## src/rtl/pipeline_hazard_unit_if.sv

```systemverilog
// Hazard-unit boundary: pipeline stage register info in, stall/flush/forward controls out.
// Combinational control path plus two perf counters; the pipeline drives master, the unit is slave.
// No backpressure of its own: stalls are the backpressure this unit exerts on the pipeline.
interface pipeline_hazard_unit_if #(
    parameter int RA_W  = 5,
    parameter int CNT_W = 32
);
    logic [RA_W-1:0]  id_rs1;
    logic [RA_W-1:0]  id_rs2;
    logic             id_use1;
    logic             id_use2;
    logic [RA_W-1:0]  ex_rs1;
    logic [RA_W-1:0]  ex_rs2;
    logic [RA_W-1:0]  ex_rd;
    logic             ex_wr_en;
    logic             ex_is_load;
    logic [RA_W-1:0]  mem_rd;
    logic             mem_wr_en;
    logic             mem_req;
    logic [RA_W-1:0]  wb_rd;
    logic             wb_wr_en;
    logic             branch_taken;
    logic             cnt_clr;

    logic             stall_if;
    logic             stall_id;
    logic             stall_ex;
    logic             stall_mem;
    logic             flush_id;
    logic             flush_ex;
    logic [1:0]       fwd_a;
    logic [1:0]       fwd_b;
    logic             mem_busy;
    logic [CNT_W-1:0] stall_cnt;
    logic [CNT_W-1:0] flush_cnt;

    modport master (
        output id_rs1, id_rs2, id_use1, id_use2, ex_rs1, ex_rs2, ex_rd, ex_wr_en,
               ex_is_load, mem_rd, mem_wr_en, mem_req, wb_rd, wb_wr_en, branch_taken, cnt_clr,
        input  stall_if, stall_id, stall_ex, stall_mem, flush_id, flush_ex, fwd_a, fwd_b,
               mem_busy, stall_cnt, flush_cnt
    );

    modport slave (
        input  id_rs1, id_rs2, id_use1, id_use2, ex_rs1, ex_rs2, ex_rd, ex_wr_en,
               ex_is_load, mem_rd, mem_wr_en, mem_req, wb_rd, wb_wr_en, branch_taken, cnt_clr,
        output stall_if, stall_id, stall_ex, stall_mem, flush_id, flush_ex, fwd_a, fwd_b,
               mem_busy, stall_cnt, flush_cnt
    );
endinterface

```

## src/rtl/pipeline_hazard_unit.sv

```systemverilog
// Five-stage pipeline hazard unit: forwarding select, load-use stall, branch flush, memory-wait stall.
// Latency: all controls combinational in the same cycle; counters update on the next clk edge.
// Backpressure: a multi-cycle data access freezes every stage until the access completes.
module pipeline_hazard_unit #(
    parameter int XLEN    = 64,
    parameter int RA_W    = 5,
    parameter int MEM_LAT = 1,
    parameter int CNT_W   = 32
) (
    input  logic                  clk,
    input  logic                  rst,
    pipeline_hazard_unit_if.slave hz
);

    if (XLEN < 1 || MEM_LAT < 1 || MEM_LAT > 16) begin : g_bad_param
        $error("pipeline_hazard_unit: XLEN must be positive and MEM_LAT within 1..16");
    end

    localparam logic [RA_W-1:0]  REG_ZERO = '0;
    localparam logic [CNT_W-1:0] CNT_MAX  = '1;
    localparam logic [3:0]       WAIT_INIT = (MEM_LAT > 1) ? 4'(MEM_LAT - 2) : 4'd0;
    localparam bit               MULTI_CYCLE = (MEM_LAT > 1);

    typedef enum logic {
        S_IDLE,
        S_WAIT
    } state_t;

    state_t           state_q;
    state_t           state_d;
    logic [3:0]       wait_q;
    logic [3:0]       wait_d;
    logic             busy;
    logic             load_use;
    logic             stall_if;
    logic             stall_id;
    logic             stall_ex;
    logic             stall_mem;
    logic             flush_id;
    logic             flush_ex;
    logic [1:0]       fwd_a;
    logic [1:0]       fwd_b;
    logic [CNT_W-1:0] stall_cnt_q;
    logic [CNT_W-1:0] flush_cnt_q;

    // The access that raises mem_busy in IDLE is its first busy cycle, so WAIT only covers MEM_LAT-2 more.
    always_comb begin
        state_d = state_q;
        wait_d  = wait_q;
        busy    = 1'b0;
        case (state_q)
            S_IDLE: begin
                if (hz.mem_req && MULTI_CYCLE) begin
                    busy    = 1'b1;
                    state_d = S_WAIT;
                    wait_d  = WAIT_INIT;
                end
            end
            S_WAIT: begin
                if (wait_q != 4'd0) begin
                    busy   = 1'b1;
                    wait_d = wait_q - 4'd1;
                end else begin
                    state_d = S_IDLE;
                end
            end
            default: begin
                state_d = S_IDLE;
                wait_d  = 4'd0;
            end
        endcase
    end

    always_ff @(posedge clk) begin
        if (!rst) begin
            state_q <= S_IDLE;
            wait_q  <= 4'd0;
        end else begin
            state_q <= state_d;
            wait_q  <= wait_d;
        end
    end

    assign load_use = hz.ex_is_load && hz.ex_wr_en && (hz.ex_rd != REG_ZERO) &&
                      ((hz.id_use1 && (hz.id_rs1 == hz.ex_rd)) ||
                       (hz.id_use2 && (hz.id_rs2 == hz.ex_rd)));

    // Memory wait outranks a redirect, and a redirect squashes the instruction that caused load-use.
    always_comb begin
        stall_if  = 1'b0;
        stall_id  = 1'b0;
        stall_ex  = 1'b0;
        stall_mem = 1'b0;
        flush_id  = 1'b0;
        flush_ex  = 1'b0;
        fwd_a     = 2'b00;
        fwd_b     = 2'b00;
        if (rst) begin
            if (busy) begin
                stall_if  = 1'b1;
                stall_id  = 1'b1;
                stall_ex  = 1'b1;
                stall_mem = 1'b1;
            end else if (hz.branch_taken) begin
                flush_id = 1'b1;
                flush_ex = 1'b1;
            end else if (load_use) begin
                stall_if = 1'b1;
                stall_id = 1'b1;
                flush_ex = 1'b1;
            end

            if (hz.mem_wr_en && (hz.mem_rd != REG_ZERO) && (hz.mem_rd == hz.ex_rs1)) begin
                fwd_a = 2'b01;
            end else if (hz.wb_wr_en && (hz.wb_rd != REG_ZERO) && (hz.wb_rd == hz.ex_rs1)) begin
                fwd_a = 2'b10;
            end

            if (hz.mem_wr_en && (hz.mem_rd != REG_ZERO) && (hz.mem_rd == hz.ex_rs2)) begin
                fwd_b = 2'b01;
            end else if (hz.wb_wr_en && (hz.wb_rd != REG_ZERO) && (hz.wb_rd == hz.ex_rs2)) begin
                fwd_b = 2'b10;
            end
        end
    end

    always_ff @(posedge clk) begin
        if (!rst) begin
            stall_cnt_q <= '0;
            flush_cnt_q <= '0;
        end else if (hz.cnt_clr) begin
            stall_cnt_q <= '0;
            flush_cnt_q <= '0;
        end else begin
            if (stall_if && (stall_cnt_q != CNT_MAX)) begin
                stall_cnt_q <= stall_cnt_q + CNT_W'(1);
            end
            if (flush_id && (flush_cnt_q != CNT_MAX)) begin
                flush_cnt_q <= flush_cnt_q + CNT_W'(1);
            end
        end
    end

    assign hz.stall_if  = stall_if;
    assign hz.stall_id  = stall_id;
    assign hz.stall_ex  = stall_ex;
    assign hz.stall_mem = stall_mem;
    assign hz.flush_id  = flush_id;
    assign hz.flush_ex  = flush_ex;
    assign hz.fwd_a     = fwd_a;
    assign hz.fwd_b     = fwd_b;
    assign hz.mem_busy  = rst && busy;
    assign hz.stall_cnt = stall_cnt_q;
    assign hz.flush_cnt = flush_cnt_q;

endmodule

```

## src/flat_wrapper.sv

```systemverilog
// flat-port wrapper written by rule: the top's interface ports become plain ports
module pipeline_hazard_unit_flat 
#(
    parameter int XLEN    = 64,
    parameter int RA_W    = 5,
    parameter int MEM_LAT = 1,
    parameter int CNT_W   = 32
)
  (clk, rst, hz_id_rs1, hz_id_rs2, hz_id_use1, hz_id_use2, hz_ex_rs1, hz_ex_rs2, hz_ex_rd, hz_ex_wr_en, hz_ex_is_load, hz_mem_rd, hz_mem_wr_en, hz_mem_req, hz_wb_rd, hz_wb_wr_en, hz_branch_taken, hz_cnt_clr, hz_stall_if, hz_stall_id, hz_stall_ex, hz_stall_mem, hz_flush_id, hz_flush_ex, hz_fwd_a, hz_fwd_b, hz_mem_busy, hz_stall_cnt, hz_flush_cnt);
  pipeline_hazard_unit_if #(.RA_W(RA_W), .CNT_W(CNT_W)) hz_i ();
  input  logic clk;
  input  logic rst;
  input wire logic [$bits(hz_i.id_rs1)-1:0] hz_id_rs1;
  input wire logic [$bits(hz_i.id_rs2)-1:0] hz_id_rs2;
  input wire logic [$bits(hz_i.id_use1)-1:0] hz_id_use1;
  input wire logic [$bits(hz_i.id_use2)-1:0] hz_id_use2;
  input wire logic [$bits(hz_i.ex_rs1)-1:0] hz_ex_rs1;
  input wire logic [$bits(hz_i.ex_rs2)-1:0] hz_ex_rs2;
  input wire logic [$bits(hz_i.ex_rd)-1:0] hz_ex_rd;
  input wire logic [$bits(hz_i.ex_wr_en)-1:0] hz_ex_wr_en;
  input wire logic [$bits(hz_i.ex_is_load)-1:0] hz_ex_is_load;
  input wire logic [$bits(hz_i.mem_rd)-1:0] hz_mem_rd;
  input wire logic [$bits(hz_i.mem_wr_en)-1:0] hz_mem_wr_en;
  input wire logic [$bits(hz_i.mem_req)-1:0] hz_mem_req;
  input wire logic [$bits(hz_i.wb_rd)-1:0] hz_wb_rd;
  input wire logic [$bits(hz_i.wb_wr_en)-1:0] hz_wb_wr_en;
  input wire logic [$bits(hz_i.branch_taken)-1:0] hz_branch_taken;
  input wire logic [$bits(hz_i.cnt_clr)-1:0] hz_cnt_clr;
  output wire logic [$bits(hz_i.stall_if)-1:0] hz_stall_if;
  output wire logic [$bits(hz_i.stall_id)-1:0] hz_stall_id;
  output wire logic [$bits(hz_i.stall_ex)-1:0] hz_stall_ex;
  output wire logic [$bits(hz_i.stall_mem)-1:0] hz_stall_mem;
  output wire logic [$bits(hz_i.flush_id)-1:0] hz_flush_id;
  output wire logic [$bits(hz_i.flush_ex)-1:0] hz_flush_ex;
  output wire logic [$bits(hz_i.fwd_a)-1:0] hz_fwd_a;
  output wire logic [$bits(hz_i.fwd_b)-1:0] hz_fwd_b;
  output wire logic [$bits(hz_i.mem_busy)-1:0] hz_mem_busy;
  output wire logic [$bits(hz_i.stall_cnt)-1:0] hz_stall_cnt;
  output wire logic [$bits(hz_i.flush_cnt)-1:0] hz_flush_cnt;
  assign hz_i.id_rs1 = hz_id_rs1;
  assign hz_i.id_rs2 = hz_id_rs2;
  assign hz_i.id_use1 = hz_id_use1;
  assign hz_i.id_use2 = hz_id_use2;
  assign hz_i.ex_rs1 = hz_ex_rs1;
  assign hz_i.ex_rs2 = hz_ex_rs2;
  assign hz_i.ex_rd = hz_ex_rd;
  assign hz_i.ex_wr_en = hz_ex_wr_en;
  assign hz_i.ex_is_load = hz_ex_is_load;
  assign hz_i.mem_rd = hz_mem_rd;
  assign hz_i.mem_wr_en = hz_mem_wr_en;
  assign hz_i.mem_req = hz_mem_req;
  assign hz_i.wb_rd = hz_wb_rd;
  assign hz_i.wb_wr_en = hz_wb_wr_en;
  assign hz_i.branch_taken = hz_branch_taken;
  assign hz_i.cnt_clr = hz_cnt_clr;
  assign hz_stall_if = hz_i.stall_if;
  assign hz_stall_id = hz_i.stall_id;
  assign hz_stall_ex = hz_i.stall_ex;
  assign hz_stall_mem = hz_i.stall_mem;
  assign hz_flush_id = hz_i.flush_id;
  assign hz_flush_ex = hz_i.flush_ex;
  assign hz_fwd_a = hz_i.fwd_a;
  assign hz_fwd_b = hz_i.fwd_b;
  assign hz_mem_busy = hz_i.mem_busy;
  assign hz_stall_cnt = hz_i.stall_cnt;
  assign hz_flush_cnt = hz_i.flush_cnt;
  pipeline_hazard_unit #(.XLEN(XLEN), .RA_W(RA_W), .MEM_LAT(MEM_LAT), .CNT_W(CNT_W)) u_core (.clk(clk), .rst(rst), .hz(hz_i));
endmodule
```

## config.mk

```make
export PLATFORM = sky130hd
export DESIGN_NAME = pipeline_hazard_unit_flat
export DESIGN_NICKNAME = d
export VERILOG_FILES = /design/src/rtl/pipeline_hazard_unit_if.sv /design/src/rtl/pipeline_hazard_unit.sv /design/src/flat_wrapper.sv
export SDC_FILE = /design/constraint.sdc
export NUM_CORES = 1
export LEC_CHECK = 0
export BUFFER_PORTS_ARGS = -buffer_cell sky130_fd_sc_hd__buf_4
export CORE_UTILIZATION = 51
export CTS_BUF_LIST = sky130_fd_sc_hd__clkbuf_4 sky130_fd_sc_hd__clkbuf_8 sky130_fd_sc_hd__clkbuf_16
export CTS_CLUSTER_DIAMETER = 50
export DETAILED_ROUTE_END_ITERATION = 6
export HOLD_SLACK_MARGIN = 0.02
export PLACE_DENSITY_LB_ADDON = 0.08
export RECOVER_POWER = 100
export SYNTH_ARGS = -nofsm -noshare
export SYNTH_HDL_FRONTEND = slang
export SYNTH_SLANG_ARGS = --single-unit
```

## constraint.sdc

```tcl
create_clock -name clk -period 2.8 [get_ports clk]
set_clock_uncertainty 0.15 [all_clocks]
set_input_delay 0.28 -clock clk [delete_from_list [all_inputs] [get_ports clk]]
set_output_delay 0.28 -clock clk [all_outputs]
set_load 0.02 [all_outputs]
```

==> out/results.md <==
| Step | Parameter | This run |
| --- | --- | --- |
| sta | Final Hold Fails | 0 |
| grt | Via count of the first global-routing pass | 3147 |
| synthesis | Fraction of registers with async set/reset | 0% |
| sta | Worst-margin pin slew | 0.611 ns |
| grt | Final global-route overflow total | 0 |
| synthesis | Fraction of the mapped netlist area in simple logic gates | 31.2% |
| power | Clk network pwr share | 38.9% |
| floorplanning | Die Span Y | 87.5 um |
| layout | Number of filler instances in the final layout | 663 |
| drt | Total routed wirelength | 8900 um |
| floorplanning | Starting density of the core | 53.7% |
| sta | Post-route worst hold slack | 0.153 ns |
| synthesis | Adder and majority gate portion of the synthesized area | 1.01% |
| synthesis | Prevailing post-synth register cell | sky130_fd_sc_hd__dfxtp_1 |
| clock tree | Post-CTS Setup Inserts | 0 |
| power | Peak supply drop | 0.000255 V |
| power | Sequential share of power | 53.1% |
| sta | Min Tclk post-route | 2.60 ns |
| drt | Iteration-0 DRC Markers | 120 |
| synthesis | Dominant combinational cell family by area after synthesis | simple AND/OR/NAND/NOR gates |
| floorplanning | Core area | 6940 um2 |
| clock tree | Hold bufs inserted after CTS | 0 |
| placed design | Estimated wirelength of the detail-placed design | 6870 um |
| run | Number of max-cap violations | 0 |
| sta | Number of max-slew violations in the final report | 0 |
| drt | Vias per cell | 5.21 |
| clock tree | Worst skew pair latency | 0.35 ns |
| layout | Fraction of final layout cells sized beyond drive strength 1 | 13.6% |
| placed design | Routability cong. | 0.850 |
| clock tree | Number of buffers between clock root and the deepest sink | 2 |
| synthesis | Post-synthesis compound-gate area fraction | 6.47% |
| clock tree | Clock sink count | 69 |
| critical path | Critical path type | register to register |
| power | Leakage Power | 0.00159 uW |
| synthesis | Count of flip-flops with a built-in enable after synthesis | 0 |
| grt | Wire length of the first global-routing pass | 14100 um |
| hold path | Class of the tightest hold or removal check | input pin to register |
| synthesis | Synthesized cell area | 3730 um2 |
| critical path | Crit Path Max Fanout | 8 |
| floorplanning | Number of standard-cell rows in the floorplan | 30 |
| critical path | Worst Setup Start Kind | register |
| grt | Overall Global Routing Usage | 23.6% |
| synthesis | Mean instance size in the synthesized netlist | 8.11 um2 |
| synthesis | Xor and xnor area share after synthesis | 19.2% |
| power | Pwr per Cell Area | 401 nW/um2 |
| floorplanning | Die width | 87.5 um |
| drt | Wire per inst | 13.0 um |
| synthesis | Number of synthesized register bits | 69 |
| drt | ANT nets after route | 0 |
| layout | Count of antenna diodes in the layout | 0 |
| sta | RSZ-0062 raised after global routing | false |
| synthesis | Portion of the post-synthesis area used by sequential elements | 37.0% |
| layout | Synthesis-to-finish area growth | 23.6% |
| sta | Timing-limited maximum frequency | 0.385 GHz |
| layout | Multi-input gate area in the final layout | 2170 um2 |
| synthesis | Post-synth net total | 509 |
| sta | Setup violators final | 0 |
| clock tree | Number of CTS-inserted buffers | 9 |
| critical path | Setup crit end kind | register |
| grt | Largest net degree at the start of global routing | 32 |
| placed design | Count of input and output buffers | 119 |
| sta | Slew headroom | 59.3% |
| clock tree | Number of instances resized during post-cts repair | 0 |
| power | Comb pwr share | 8.0% |
| drt | Count of TritonRoute iterations in the first routing pass | 5 |
| critical path | Critical Path RT | 2.94 ns |
| floorplanning | Ports | 121 |
| clock tree | Depth of the CTS H-tree | 3 |
| power | Switching power of the nets | 466 uW |
| critical path | Data arrival time at the worst-slack endpoint | 2.74 ns |
| synthesis | Warnings, synthesis | 0 |
| grt | Initial antenna violation count | 0 |
| power | Sw Ratio | 25.2% |
| drt | Routed vias | 3567 |
| layout | Number of nets in the layout | 633 |
| synthesis | Synth Instances | 460 |
| synthesis | Share of synthesized area spent on multiplexers | 0.537% |
| clock tree | CTS tree | yes |
| floorplanning | Die area | 7660 um2 |
| power | Int Pwr | 1380 uW |
| clock tree | Clock Root Buffer | sky130_fd_sc_hd__clkbuf_8 |
| power | Total Power Consumption | 1850 uW |
| sta | Part of the cycle the worst path needs | 92.8% |
| synthesis | Number of different library cells in the post-synthesis netlist | 47 |
| clock tree | Clock transition time at the flip-flop clock pins of the worst setup and hold paths | 0.07 ns |
| sta | Setup total negative slack | 0 ns |
| run status | Status | finished, final reports clean |
| drt | Post-route DRC violation count | 0 |
| layout | Seq. cell area | 1380 um2 |
-- layout by cell type, fill, tap and decap left out, drive strengths merged, types with 2 or more instances in the layout --
cell,netlist,layout
a21o,2,2
a21oi,14,14
a31o,2,2
a31oi,2,2
and2,4,4
and3,12,12
and4,2,2
buf,7,53
clkbuf,10,87
clkinv,0,3
clkinvlp,0,2
dfxtp,69,69
ha,3,3
inv,22,23
mux2i,2,2
nand2,33,33
nand3,25,25
nand4,26,26
nor2,70,70
nor3,19,19
nor3b,4,4
nor4,12,12
nor4b,2,2
o211ai,3,3
o21ai,9,9
or2,3,3
or3,7,7
or4,5,5
xnor2,36,36
xor2,46,46
-- Yosys cell counts, types with 3 or more instances --
| master | number | area (um2) |
|---|---|---|
| sky130_fd_sc_hd__or4_1 | 5 | 37.5 |
| sky130_fd_sc_hd__xor2_1 | 46 | 403 |
| sky130_fd_sc_hd__or3_1 | 7 | 43.8 |
| sky130_fd_sc_hd__nand3_1 | 24 | 120 |
| sky130_fd_sc_hd__nor2_1 | 70 | 263 |
| sky130_fd_sc_hd__and3_1 | 10 | 62.6 |
| sky130_fd_sc_hd__ha_1 | 3 | 37.5 |
| sky130_fd_sc_hd__o211ai_1 | 3 | 22.5 |
| sky130_fd_sc_hd__a21oi_1 | 14 | 70.1 |
| sky130_fd_sc_hd__clkbuf_1 | 10 | 37.5 |
| sky130_fd_sc_hd__inv_1 | 21 | 78.8 |
| sky130_fd_sc_hd__xnor2_1 | 36 | 315 |
| sky130_fd_sc_hd__nand2_1 | 33 | 124 |
| sky130_fd_sc_hd__nor4_1 | 12 | 75.1 |
| sky130_fd_sc_hd__buf_2 | 3 | 15.0 |
| sky130_fd_sc_hd__o21ai_0 | 8 | 40.0 |
| sky130_fd_sc_hd__and2_1 | 4 | 25.0 |
| sky130_fd_sc_hd__dfxtp_1 | 69 | 1380 |
| sky130_fd_sc_hd__buf_4 | 3 | 22.5 |
| sky130_fd_sc_hd__nor3b_1 | 4 | 30.0 |
| sky130_fd_sc_hd__nand4_1 | 26 | 163 |
| sky130_fd_sc_hd__nor3_1 | 17 | 85.1 |
-- registers in the layout, summed over array words and instances (netlist names) --
| register | flops |
|---|---|
| u_core.hz.flush_cnt | 32 |
| u_core.hz.stall_cnt | 32 |
| u_core.state_q | 1 |
| u_core.wait_q | 4 |
-- power by group through the flow --
stage | Clock, uW | Sequential, uW | Combinational, uW
floorplan | 0 | 1010 | 67.3
global placement | 0 | 1000 | 149
detailed placement | 0 | 1000 | 152
CTS | 737 | 981 | 153
global route | 770 | 981 | 162
finish | 720 | 981 | 148
-- final timing paths --
path / from / endpoint / slack, ns / depth (start not counted)
setup reg to reg: u_core.wait_q[0]$_SDFFE_PN0P_ / u_core.hz.stall_cnt[12]$_SDFFE_PP0P_ / 0.20 / 10
hold reg to reg: u_core.hz.stall_cnt[16]$_SDFFE_PP0P_ / u_core.hz.stall_cnt[16]$_SDFFE_PP0P_ / 0.36 / 2
setup / recovery: u_core.wait_q[0]$_SDFFE_PN0P_ / u_core.hz.stall_cnt[12]$_SDFFE_PP0P_ / 0.20 / 10
hold / removal: rst / u_core.state_q$_SDFF_PN0_ / 0.15 / 3
-- through the flow --
stage | util [%] | instances | cell area [um2] | worst slack [ns]
after floorplan | - | 460 | 3730 | 0.433
after global placement | 68.3 | 669 | 4740 | 0.326
after detailed placement | 68.3 | 669 | 4740 | 0.262
after CTS | 70.8 | 685 | 4910 | 0.235
after global routing | 66.4 | 685 | 4610 | 0.0265
final | 66.4 | 685 | 4610 | 0.202
-- critical path: stages, from the launching register on --
cell                      delay [ns]
sky130_fd_sc_hd__dfxtp_1        0.33
sky130_fd_sc_hd__inv_1          0.07
sky130_fd_sc_hd__ha_1           0.22
sky130_fd_sc_hd__or3b_1         0.22
sky130_fd_sc_hd__nand3_2        0.15
sky130_fd_sc_hd__inv_2          0.14
sky130_fd_sc_hd__or2_0          0.15
sky130_fd_sc_hd__nand2_1        0.18
sky130_fd_sc_hd__or2_0          0.38
sky130_fd_sc_hd__or4_1          0.50
sky130_fd_sc_hd__nand2_1        0.07
-- layer usage --
layer  global-route usage (%)  up-vias  routed length, um
li1                         -     1834                  -
met1                     29.0     1624               4030
met2                     39.6       87               4210
met3                     4.90       22                411
met4                     11.2        0                244
met5                        0        -                  0
-- cell type report --
class / instances / share of cell area [%]
repair buffers: 130 / 14.9
well taps: 96 / 2.60
clock buffers: 10 / 2.85
flip-flops and latches: 69 / 29.9
inverters: 22 / 1.79
clock inverters: 6 / 0.841
multi-input cells: 352 / 47.1
-- cells by family (layout without fill, tap and decap cells) --
family,count (synthesis),count (layout)
and+or+nand+nor,227,227
xor gates and xnor gates,82,82
DFF,69,69
buffers and inverters,39,168
AOI/OAI and AO/OA,38,38
adders and majority gates,3,3
muxes,2,2
Power figures use the tool's default switching activity.
